File: src/rtl/kairo_ifetch_pkg.sv
// Shared types and constants for the kairo_ifetch instruction fetch unit.
package kairo_ifetch_pkg;

    typedef enum logic [1:0] {
        IDLE,
        FETCH,
        HALT
    } state_t;

    typedef struct packed {
        logic [31:0] pc;
        logic [31:0] inst;
        logic        excpt;
    } ifetch_entry_t;

    localparam int unsigned INST_BYTES = 4;

endpackage

File: src/rtl/kairo_ifetch_if.sv
// Redirect, decode-side handshake and I_MEM request/response signals of kairo_ifetch.
interface kairo_ifetch_if;

    logic        REDIRECT_VALID;
    logic [31:0] REDIRECT_PC;
    logic        INST_VALID;
    logic        INST_READY;
    logic [31:0] INST_PC;
    logic [31:0] INST_DATA;
    logic        INST_EXCPT;
    logic        I_MEM_VALID;
    logic [31:0] I_MEM_ADDR;
    logic [31:0] I_MEM_WDATA;
    logic [3:0]  I_MEM_WSTB;
    logic        I_MEM_READY;
    logic [31:0] I_MEM_RDATA;
    logic        I_MEM_EXCPT;

    modport master (
        input  REDIRECT_VALID, REDIRECT_PC, INST_READY, I_MEM_READY, I_MEM_RDATA, I_MEM_EXCPT,
        output INST_VALID, INST_PC, INST_DATA, INST_EXCPT,
        output I_MEM_VALID, I_MEM_ADDR, I_MEM_WDATA, I_MEM_WSTB
    );

    modport slave (
        output REDIRECT_VALID, REDIRECT_PC, INST_READY, I_MEM_READY, I_MEM_RDATA, I_MEM_EXCPT,
        input  INST_VALID, INST_PC, INST_DATA, INST_EXCPT,
        input  I_MEM_VALID, I_MEM_ADDR, I_MEM_WDATA, I_MEM_WSTB
    );

endinterface

File: src/rtl/kairo_ifetch_fifo.sv
// Registered prefetch FIFO of fetch entries; flush beats push, head is read from storage.
module kairo_ifetch_fifo
    import kairo_ifetch_pkg::*;
#(
    parameter int unsigned FIFO_DEPTH = 2
) (
    input  logic                          i_clk,
    input  logic                          i_rst_n,
    input  logic                          i_push,
    input  logic                          i_pop,
    input  logic                          i_flush,
    input  ifetch_entry_t                 i_data,
    output ifetch_entry_t                 o_data,
    output logic                          o_empty,
    output logic [$clog2(FIFO_DEPTH):0]   o_occ
);

    localparam int unsigned AW = $clog2(FIFO_DEPTH);

    ifetch_entry_t r_mem [FIFO_DEPTH];
    logic [AW-1:0] r_wr_ptr;
    logic [AW-1:0] r_rd_ptr;
    logic [AW:0]   r_occ;
    logic          w_pop;
    logic          w_full;

    assign o_empty = (r_occ == '0);
    assign w_full  = (r_occ == (AW+1)'(FIFO_DEPTH));
    assign w_pop   = i_pop & ~o_empty;
    assign o_data  = r_mem[r_rd_ptr];
    assign o_occ   = r_occ;

    always_ff @(posedge i_clk) begin
        if (!i_rst_n || i_flush) begin
            r_wr_ptr <= '0;
            r_rd_ptr <= '0;
            r_occ    <= '0;
        end else begin
            if (i_push) begin
                r_mem[r_wr_ptr] <= i_data;
                r_wr_ptr        <= r_wr_ptr + 1'b1;
            end
            if (w_pop) begin
                r_rd_ptr <= r_rd_ptr + 1'b1;
            end
            r_occ <= r_occ + (AW+1)'(i_push) - (AW+1)'(w_pop);
        end
    end

    // Request throttling upstream makes a push into a full, non-draining FIFO impossible.
    a_no_overflow: assert property (@(posedge i_clk) disable iff (!i_rst_n)
        !(i_push && w_full && !w_pop && !i_flush));

endmodule

File: src/rtl/kairo_ifetch.sv
// Sequential instruction fetch with prefetch FIFO, redirect/flush and fault halt.
// Optional STALL_CNT output enabled by defining KAIRO_IFETCH_STALL_CNT_EN.
module kairo_ifetch
    import kairo_ifetch_pkg::*;
#(
    parameter logic [31:0] RESET_PC   = 32'h0000_0000,
    parameter int unsigned FIFO_DEPTH = 2
) (
    input  logic           CLK,
    input  logic           RST_N,
    kairo_ifetch_if.master bus
`ifdef KAIRO_IFETCH_STALL_CNT_EN
    ,
    output logic [31:0]    STALL_CNT
`endif
);

    state_t        r_state;
    state_t        w_state_nxt;
    logic [31:0]   r_fetch_pc;
    logic [31:0]   w_fetch_pc_nxt;
    logic [31:0]   r_req_pc;
    logic          r_inflight;
    logic          r_drop;
    logic          w_drop_nxt;
    logic          w_issue;
    logic          w_push;
    logic          w_pop;
    logic          w_empty;
    logic [31:0]   w_pending;
    logic [31:0]   w_redirect_pc;
    logic [$clog2(FIFO_DEPTH):0] w_occ;
    ifetch_entry_t w_head;
    ifetch_entry_t w_wr_entry;

    assign w_redirect_pc = bus.REDIRECT_PC & ~32'h3;
    assign w_pop         = ~w_empty & bus.INST_READY;
    assign w_pending     = 32'(w_occ) + 32'(r_inflight) - 32'(w_pop);
    // Responses are only accepted while fetching; redirect and drop discard them.
    assign w_push        = bus.I_MEM_READY & ~r_drop & ~bus.REDIRECT_VALID & (r_state == FETCH);
    assign w_wr_entry    = '{pc: r_req_pc, inst: bus.I_MEM_RDATA, excpt: bus.I_MEM_EXCPT};

    always_comb begin
        w_state_nxt    = r_state;
        w_fetch_pc_nxt = r_fetch_pc;
        w_issue        = 1'b0;
        w_drop_nxt     = bus.I_MEM_READY ? 1'b0 : r_drop;
        if (bus.REDIRECT_VALID) begin
            w_state_nxt    = FETCH;
            w_fetch_pc_nxt = w_redirect_pc;
            w_drop_nxt     = r_inflight & ~bus.I_MEM_READY;
        end else begin
            unique case (r_state)
                IDLE: w_state_nxt = FETCH;
                FETCH: begin
                    if (w_pending < 32'(FIFO_DEPTH)) begin
                        w_issue        = 1'b1;
                        w_fetch_pc_nxt = r_fetch_pc + 32'(INST_BYTES);
                    end
                    if (w_push && bus.I_MEM_EXCPT) begin
                        w_state_nxt = HALT;
                    end
                end
                HALT: w_state_nxt = HALT;
                default: w_state_nxt = IDLE;
            endcase
        end
    end

    always_ff @(posedge CLK) begin
        if (!RST_N) begin
            r_state    <= IDLE;
            r_fetch_pc <= RESET_PC;
            r_req_pc   <= '0;
            r_inflight <= 1'b0;
            r_drop     <= 1'b0;
        end else begin
            r_state    <= w_state_nxt;
            r_fetch_pc <= w_fetch_pc_nxt;
            r_inflight <= w_issue;
            r_drop     <= w_drop_nxt;
            if (w_issue) begin
                r_req_pc <= r_fetch_pc;
            end
        end
    end

    kairo_ifetch_fifo #(
        .FIFO_DEPTH(FIFO_DEPTH)
    ) u_fifo (
        .i_clk   (CLK),
        .i_rst_n (RST_N),
        .i_push  (w_push),
        .i_pop   (w_pop),
        .i_flush (bus.REDIRECT_VALID),
        .i_data  (w_wr_entry),
        .o_data  (w_head),
        .o_empty (w_empty),
        .o_occ   (w_occ)
    );

    assign bus.INST_VALID  = ~w_empty;
    assign bus.INST_PC     = w_empty ? 32'd0 : w_head.pc;
    assign bus.INST_DATA   = w_empty ? 32'd0 : w_head.inst;
    assign bus.INST_EXCPT  = ~w_empty & w_head.excpt;
    assign bus.I_MEM_VALID = w_issue;
    assign bus.I_MEM_ADDR  = r_fetch_pc;
    assign bus.I_MEM_WDATA = 32'd0;
    assign bus.I_MEM_WSTB  = 4'd0;

`ifdef KAIRO_IFETCH_STALL_CNT_EN
    logic [31:0] r_stall_cnt;

    always_ff @(posedge CLK) begin
        if (!RST_N) begin
            r_stall_cnt <= '0;
        end else if ((r_state == FETCH) && w_empty && !bus.REDIRECT_VALID &&
                     (r_stall_cnt != 32'hFFFF_FFFF)) begin
            r_stall_cnt <= r_stall_cnt + 32'd1;
        end
    end

    assign STALL_CNT = r_stall_cnt;
`endif

endmodule
File: src/flat_wrapper.sv
// flat-port wrapper written by rule: the top's interface ports become plain ports
module kairo_ifetch_flat import kairo_ifetch_pkg::*;
#(
    parameter logic [31:0] RESET_PC   = 32'h0000_0000,
    parameter int unsigned FIFO_DEPTH = 2
)
  (CLK, RST_N, bus_REDIRECT_VALID, bus_REDIRECT_PC, bus_INST_READY, bus_I_MEM_READY, bus_I_MEM_RDATA, bus_I_MEM_EXCPT, bus_INST_VALID, bus_INST_PC, bus_INST_DATA, bus_INST_EXCPT, bus_I_MEM_VALID, bus_I_MEM_ADDR, bus_I_MEM_WDATA, bus_I_MEM_WSTB);
  kairo_ifetch_if bus_i ();
  input  logic CLK;
  input  logic RST_N;
  input wire logic [$bits(bus_i.REDIRECT_VALID)-1:0] bus_REDIRECT_VALID;
  input wire logic [$bits(bus_i.REDIRECT_PC)-1:0] bus_REDIRECT_PC;
  input wire logic [$bits(bus_i.INST_READY)-1:0] bus_INST_READY;
  input wire logic [$bits(bus_i.I_MEM_READY)-1:0] bus_I_MEM_READY;
  input wire logic [$bits(bus_i.I_MEM_RDATA)-1:0] bus_I_MEM_RDATA;
  input wire logic [$bits(bus_i.I_MEM_EXCPT)-1:0] bus_I_MEM_EXCPT;
  output wire logic [$bits(bus_i.INST_VALID)-1:0] bus_INST_VALID;
  output wire logic [$bits(bus_i.INST_PC)-1:0] bus_INST_PC;
  output wire logic [$bits(bus_i.INST_DATA)-1:0] bus_INST_DATA;
  output wire logic [$bits(bus_i.INST_EXCPT)-1:0] bus_INST_EXCPT;
  output wire logic [$bits(bus_i.I_MEM_VALID)-1:0] bus_I_MEM_VALID;
  output wire logic [$bits(bus_i.I_MEM_ADDR)-1:0] bus_I_MEM_ADDR;
  output wire logic [$bits(bus_i.I_MEM_WDATA)-1:0] bus_I_MEM_WDATA;
  output wire logic [$bits(bus_i.I_MEM_WSTB)-1:0] bus_I_MEM_WSTB;
  assign bus_i.REDIRECT_VALID = bus_REDIRECT_VALID;
  assign bus_i.REDIRECT_PC = bus_REDIRECT_PC;
  assign bus_i.INST_READY = bus_INST_READY;
  assign bus_i.I_MEM_READY = bus_I_MEM_READY;
  assign bus_i.I_MEM_RDATA = bus_I_MEM_RDATA;
  assign bus_i.I_MEM_EXCPT = bus_I_MEM_EXCPT;
  assign bus_INST_VALID = bus_i.INST_VALID;
  assign bus_INST_PC = bus_i.INST_PC;
  assign bus_INST_DATA = bus_i.INST_DATA;
  assign bus_INST_EXCPT = bus_i.INST_EXCPT;
  assign bus_I_MEM_VALID = bus_i.I_MEM_VALID;
  assign bus_I_MEM_ADDR = bus_i.I_MEM_ADDR;
  assign bus_I_MEM_WDATA = bus_i.I_MEM_WDATA;
  assign bus_I_MEM_WSTB = bus_i.I_MEM_WSTB;
  kairo_ifetch #(.RESET_PC(RESET_PC), .FIFO_DEPTH(FIFO_DEPTH)) u_core (.CLK(CLK), .RST_N(RST_N), .bus(bus_i));
endmodule
File: config.mk
export PLATFORM = sky130hd
export DESIGN_NAME = kairo_ifetch_flat
export DESIGN_NICKNAME = d
export VERILOG_FILES = /design/src/rtl/kairo_ifetch_pkg.sv /design/src/rtl/kairo_ifetch_if.sv /design/src/rtl/kairo_ifetch_fifo.sv /design/src/rtl/kairo_ifetch.sv /design/src/flat_wrapper.sv
export SDC_FILE = /design/constraint.sdc
export NUM_CORES = 1
export LEC_CHECK = 0
export ABC_AREA = 1
export CAP_MARGIN = 20
export CORE_UTILIZATION = 35
export CTS_CLUSTER_DIAMETER = 30
export DETAILED_ROUTE_END_ITERATION = 10
export GPL_ROUTABILITY_DRIVEN = 0
export HOLD_SLACK_MARGIN = 0.15
export PLACE_DENSITY = 0.61
export RECOVER_POWER = 50
export SETUP_SLACK_MARGIN = 0.05
export SKIP_LAST_GASP = 1
export SYNTH_ARGS = -nofsm -noshare
export SYNTH_HDL_FRONTEND = slang
export SYNTH_SLANG_ARGS = --single-unit
File: constraint.sdc
create_clock -name CLK -period 6.9 [get_ports CLK]
set_input_delay 1.035 -clock CLK [delete_from_list [all_inputs] [get_ports CLK]]
set_output_delay 1.035 -clock CLK [all_outputs]
set_load 0.01 [all_outputs]
==> metrics.txt <==
setup violators final 0; f_max 187 MHz; Hold Path Class flip-flop to flip-flop; Layout area overhead 26.9%; Clock Tree Buf Depth 2; Switching Fraction 22.4%; Slew Limit Headroom -13.0%; Worst Slack Setup Final 1.57 ns; Cell Int Power 0.00197 W; CP Capture Type output pin; DR vias/cell 4.61; Worst setup SP type primary input; Crit path max-delay family buffers and inverters; Synth Area per Inst 9.29 µm²; flops & latches, synth 195; crit path kind primary input to output pin; die area 25700 µm²; Critical path origin bus_REDIRECT_VALID; worst-path maximum fanout 35; Worst Path Required 5.86 ns; drt initial violations 416; worst slack, placed 1.54 ns; global-route wire length before repair 32200 µm; Clock transition at path regs 0.07 ns; GRT Residual Overflow 0; status complete, but fails checks; Worst-Skew Late Latency 0.42 ns; R2R depth 11; leakage power 4.23 nW; worst setup path end bus_I_MEM_VALID; Core Rows 57; RSZ-0062 raised after global routing no; Horiz. Die Dim 160 µm; final net count 1171; Tot Pwr 0.00253 W; crit-path max cell delay 0.68 ns; via count 6576; final wirelength 20400 µm; period utilization 77.3%; worst path buffer plus inverter count 5; drt drc 0; Inserted Clock Buffers 17; remaining antenna violation count after routing 0; Comb pwr share 8.0%; register area 5170 µm²; CTS root buf clkbuf_16; antenna cells 0; Clock Power Share 40.9%; crit path time final 5.33 ns; CP dominant cell by count clkdlybuf4s50_1; layout cells sized above 1 5.90%; R2R Path Start u_core.r_inflight; critical path's slowest cell nand3_2; # fillers 2332; Synth Instances 944; Arr. time, crit path 4.30 ns; vias in the first global route 6170; area of the multi-input gates 3050 µm²; gr usage total 16.0%; Clock Skews 0.0103 ns; CORE AREA 24500 µm²; Initial Util 35.8%; Max VDD drop 0.000139 V; I/O Pins 205; Pwr Density 228 nW/µm²; Core Util, Final 45.5%; Cell Chain, Critical Path clkdlybuf4s50_1 > buf_4 > inv_1 > nand3_2 > inv_2 > clkdlybuf4s50_1; maxcap violations 2; Hold Path Cell Cnt 1; # hold bufs at CTS 0; Syn. warnings 0; failing checks capacitance limit, slew limit; top cells by area, synth edfxtp_1, dfxtp_1, nand2_1; Avg WL per Cell 14.3 µm; CTS tree yes; largest net degree at the start of global routing 64; htree depth 4; net switching power 0.000567 W; fin. max-slew vios 103; Synth Cell Area 8770 µm²; CTS Sinks 195; Synth top area share 43.2%; die height 160 µm; drt first pass iters 4; post-synth top area cell edfxtp_1; Seq/Total Area, Yosys 58.9%; HPWL after DPL 13300 µm; actual slew at the worst max-slew pin 1.69 ns; worst hold slack 0.454 ns; post-CTS setup buffers 0; r2r setup slk 3.74 ns; cts repair resizes 0; initial antenna violation count 0; Hold Vio Cnt, Final 0; PortBufs 162; Levels on crit path 6; synth unique cells 42; r2r endpoint u_core.bus.I_MEM_ADDR[20]; Reg power frac 51.1%; Setup TNS Final 0 ns
==> state kept, by name, indices dropped and copies added, names as in the netlist, named ones only <==
register,cells
u_core.u_fifo.r_mem,126
u_core.bus.I_MEM_ADDR,30
u_core.r_req_pc,30
u_core.r_state,2
u_core.u_fifo.o_occ,2
u_core.r_drop,1
u_core.r_inflight,1
u_core.u_fifo.r_rd_ptr,1
u_core.u_fifo.r_wr_ptr,1
==> final cells by class <==
class | instances | area share, %
repair buffers | 171 | 15.1
flip-flops and latches | 195 | 46.4
well taps | 324 | 3.64
clock inverters | 8 | 0.967
multi-input cells | 651 | 27.4
inverters | 53 | 1.79
clock buffers | 24 | 4.72
==> cells in the final DEF, fill, tap and decap left out, types with 2 or more instances in the layout <==
cell type and instances:
nand2_4 2, nand3_1 43, nor2_2 2, dlygate4sd3_1 65, a21oi_1 105, ha_1 11
buf_4 6, clkbuf_1 5, xor2_1 9, nor3_2 3, conb_1 40, nand4_1 6
inv_6 3, nor3_1 7, clkbuf_16 20, edfxtp_1 126, xnor2_1 5, clkdlybuf4s50_1 97
o21ai_0 21, nor2_1 28, nor2_4 4, nand2_2 3, dfxtp_1 68, nand3_2 5
inv_1 48, o21ai_1 6, bufinv_16 2, inv_2 5, nand2_1 336
==> power groups by stage <==
stage | logic, W | registers (W) | clock network [W]
2_1_floorplan | 0.000124 | 0.00131 | 0
3_3_place_gp | 0.000210 | 0.00132 | 0
3_5_place_dp | 0.000213 | 0.00132 | 0
4_1_cts | 0.000214 | 0.00129 | 0.00106
5_1_grt | 0.000226 | 0.00130 | 0.00111
6_report | 0.000203 | 0.00129 | 0.00103
==> per-layer routing <==
layer | global-route usage, % | part of all wire (%) | up-vias
met3 | 3.71 | 4.7 | 17
met4 | 4.42 | 1.1 | 0
met2 | 26.0 | 47 | 185
met1 | 21.2 | 48 | 3049
met5 | 0 | 0 | -
li1 | - | - | 3325
==> cells in the mapped netlist <==
library cell / count
nand2_1: 336
edfxtp_1: 126
a21oi_1: 105
dfxtp_1: 69
inv_1: 48
buf_4: 45
nand3_1: 43
clkbuf_1: 28
nor2_1: 28
o21ai_0: 19
ha_1: 11
xor2_1: 9
buf_2: 8
nor3_1: 8
o21ai_1: 8
nand4_1: 6
inv_2: 5
nand3_2: 5
xnor2_1: 5
nor2_4: 4
nand2_2: 3
buf_6: 2
nand2_4: 2
nor2_2: 2
nor3_2: 2
a21o_1: 1
a31oi_1: 1
and2_1: 1
and3_1: 1
and3b_1: 1
buf_1: 1
conb_1: 1
fa_1: 1
nand3_4: 1
nand3b_1: 1
nand3b_2: 1
nor3_4: 1
nor4_1: 1
o211ai_1: 1
o21a_1: 1
o21bai_1: 1
or2_2: 1
==> worst reg2reg max path, stage by stage, from the launching register on <==
cell and delay [ns]:
dfxtp_1 0.35, ha_1 0.18, inv_1 0.09, ha_1 0.28
inv_1 0.04, ha_1 0.17, ha_1 0.17, and3b_1 0.31
nand3_2 0.50, inv_2 0.69, nand3_1 0.13, a21oi_1 0.17
==> worst min path at each step <==
stage                                      start                          to  slack [ns]
after floorplan               u_core.r_req_pc[2]  u_core.u_fifo.r_mem[0][35]        0.42
after CTS                 u_core.u_fifo.r_rd_ptr                   flip-flop        0.45
after global placement    u_core.u_fifo.r_rd_ptr                   flip-flop        0.43
after global routing         u_core.r_req_pc[16]  u_core.u_fifo.r_mem[0][49]        0.47
final                     u_core.u_fifo.r_rd_ptr                   flip-flop        0.45
after detailed placement  u_core.u_fifo.r_rd_ptr                   flip-flop        0.44
==> cell families after synthesis <==
| family | synth area share, % |
|---|---|
| simple gates | 21.8 |
| flops | 58.9 |
| compound gates | 7.95 |
| buf+inv | 8.08 |
| xor+xnor | 1.40 |
| fa+ha+maj | 1.80 |
| other cells | 0.0428 |
==> metrics by stage <==
stage | std cells | instance area [µm²]
after floorplan | 983 | 8910
after global placement | 1394 | 10500
after detailed placement | 1394 | 10500
after CTS | 1426 | 11100
after global routing | 1426 | 11100
final | 1426 | 11100
Note: power is estimated with default switching activity, not from simulation.
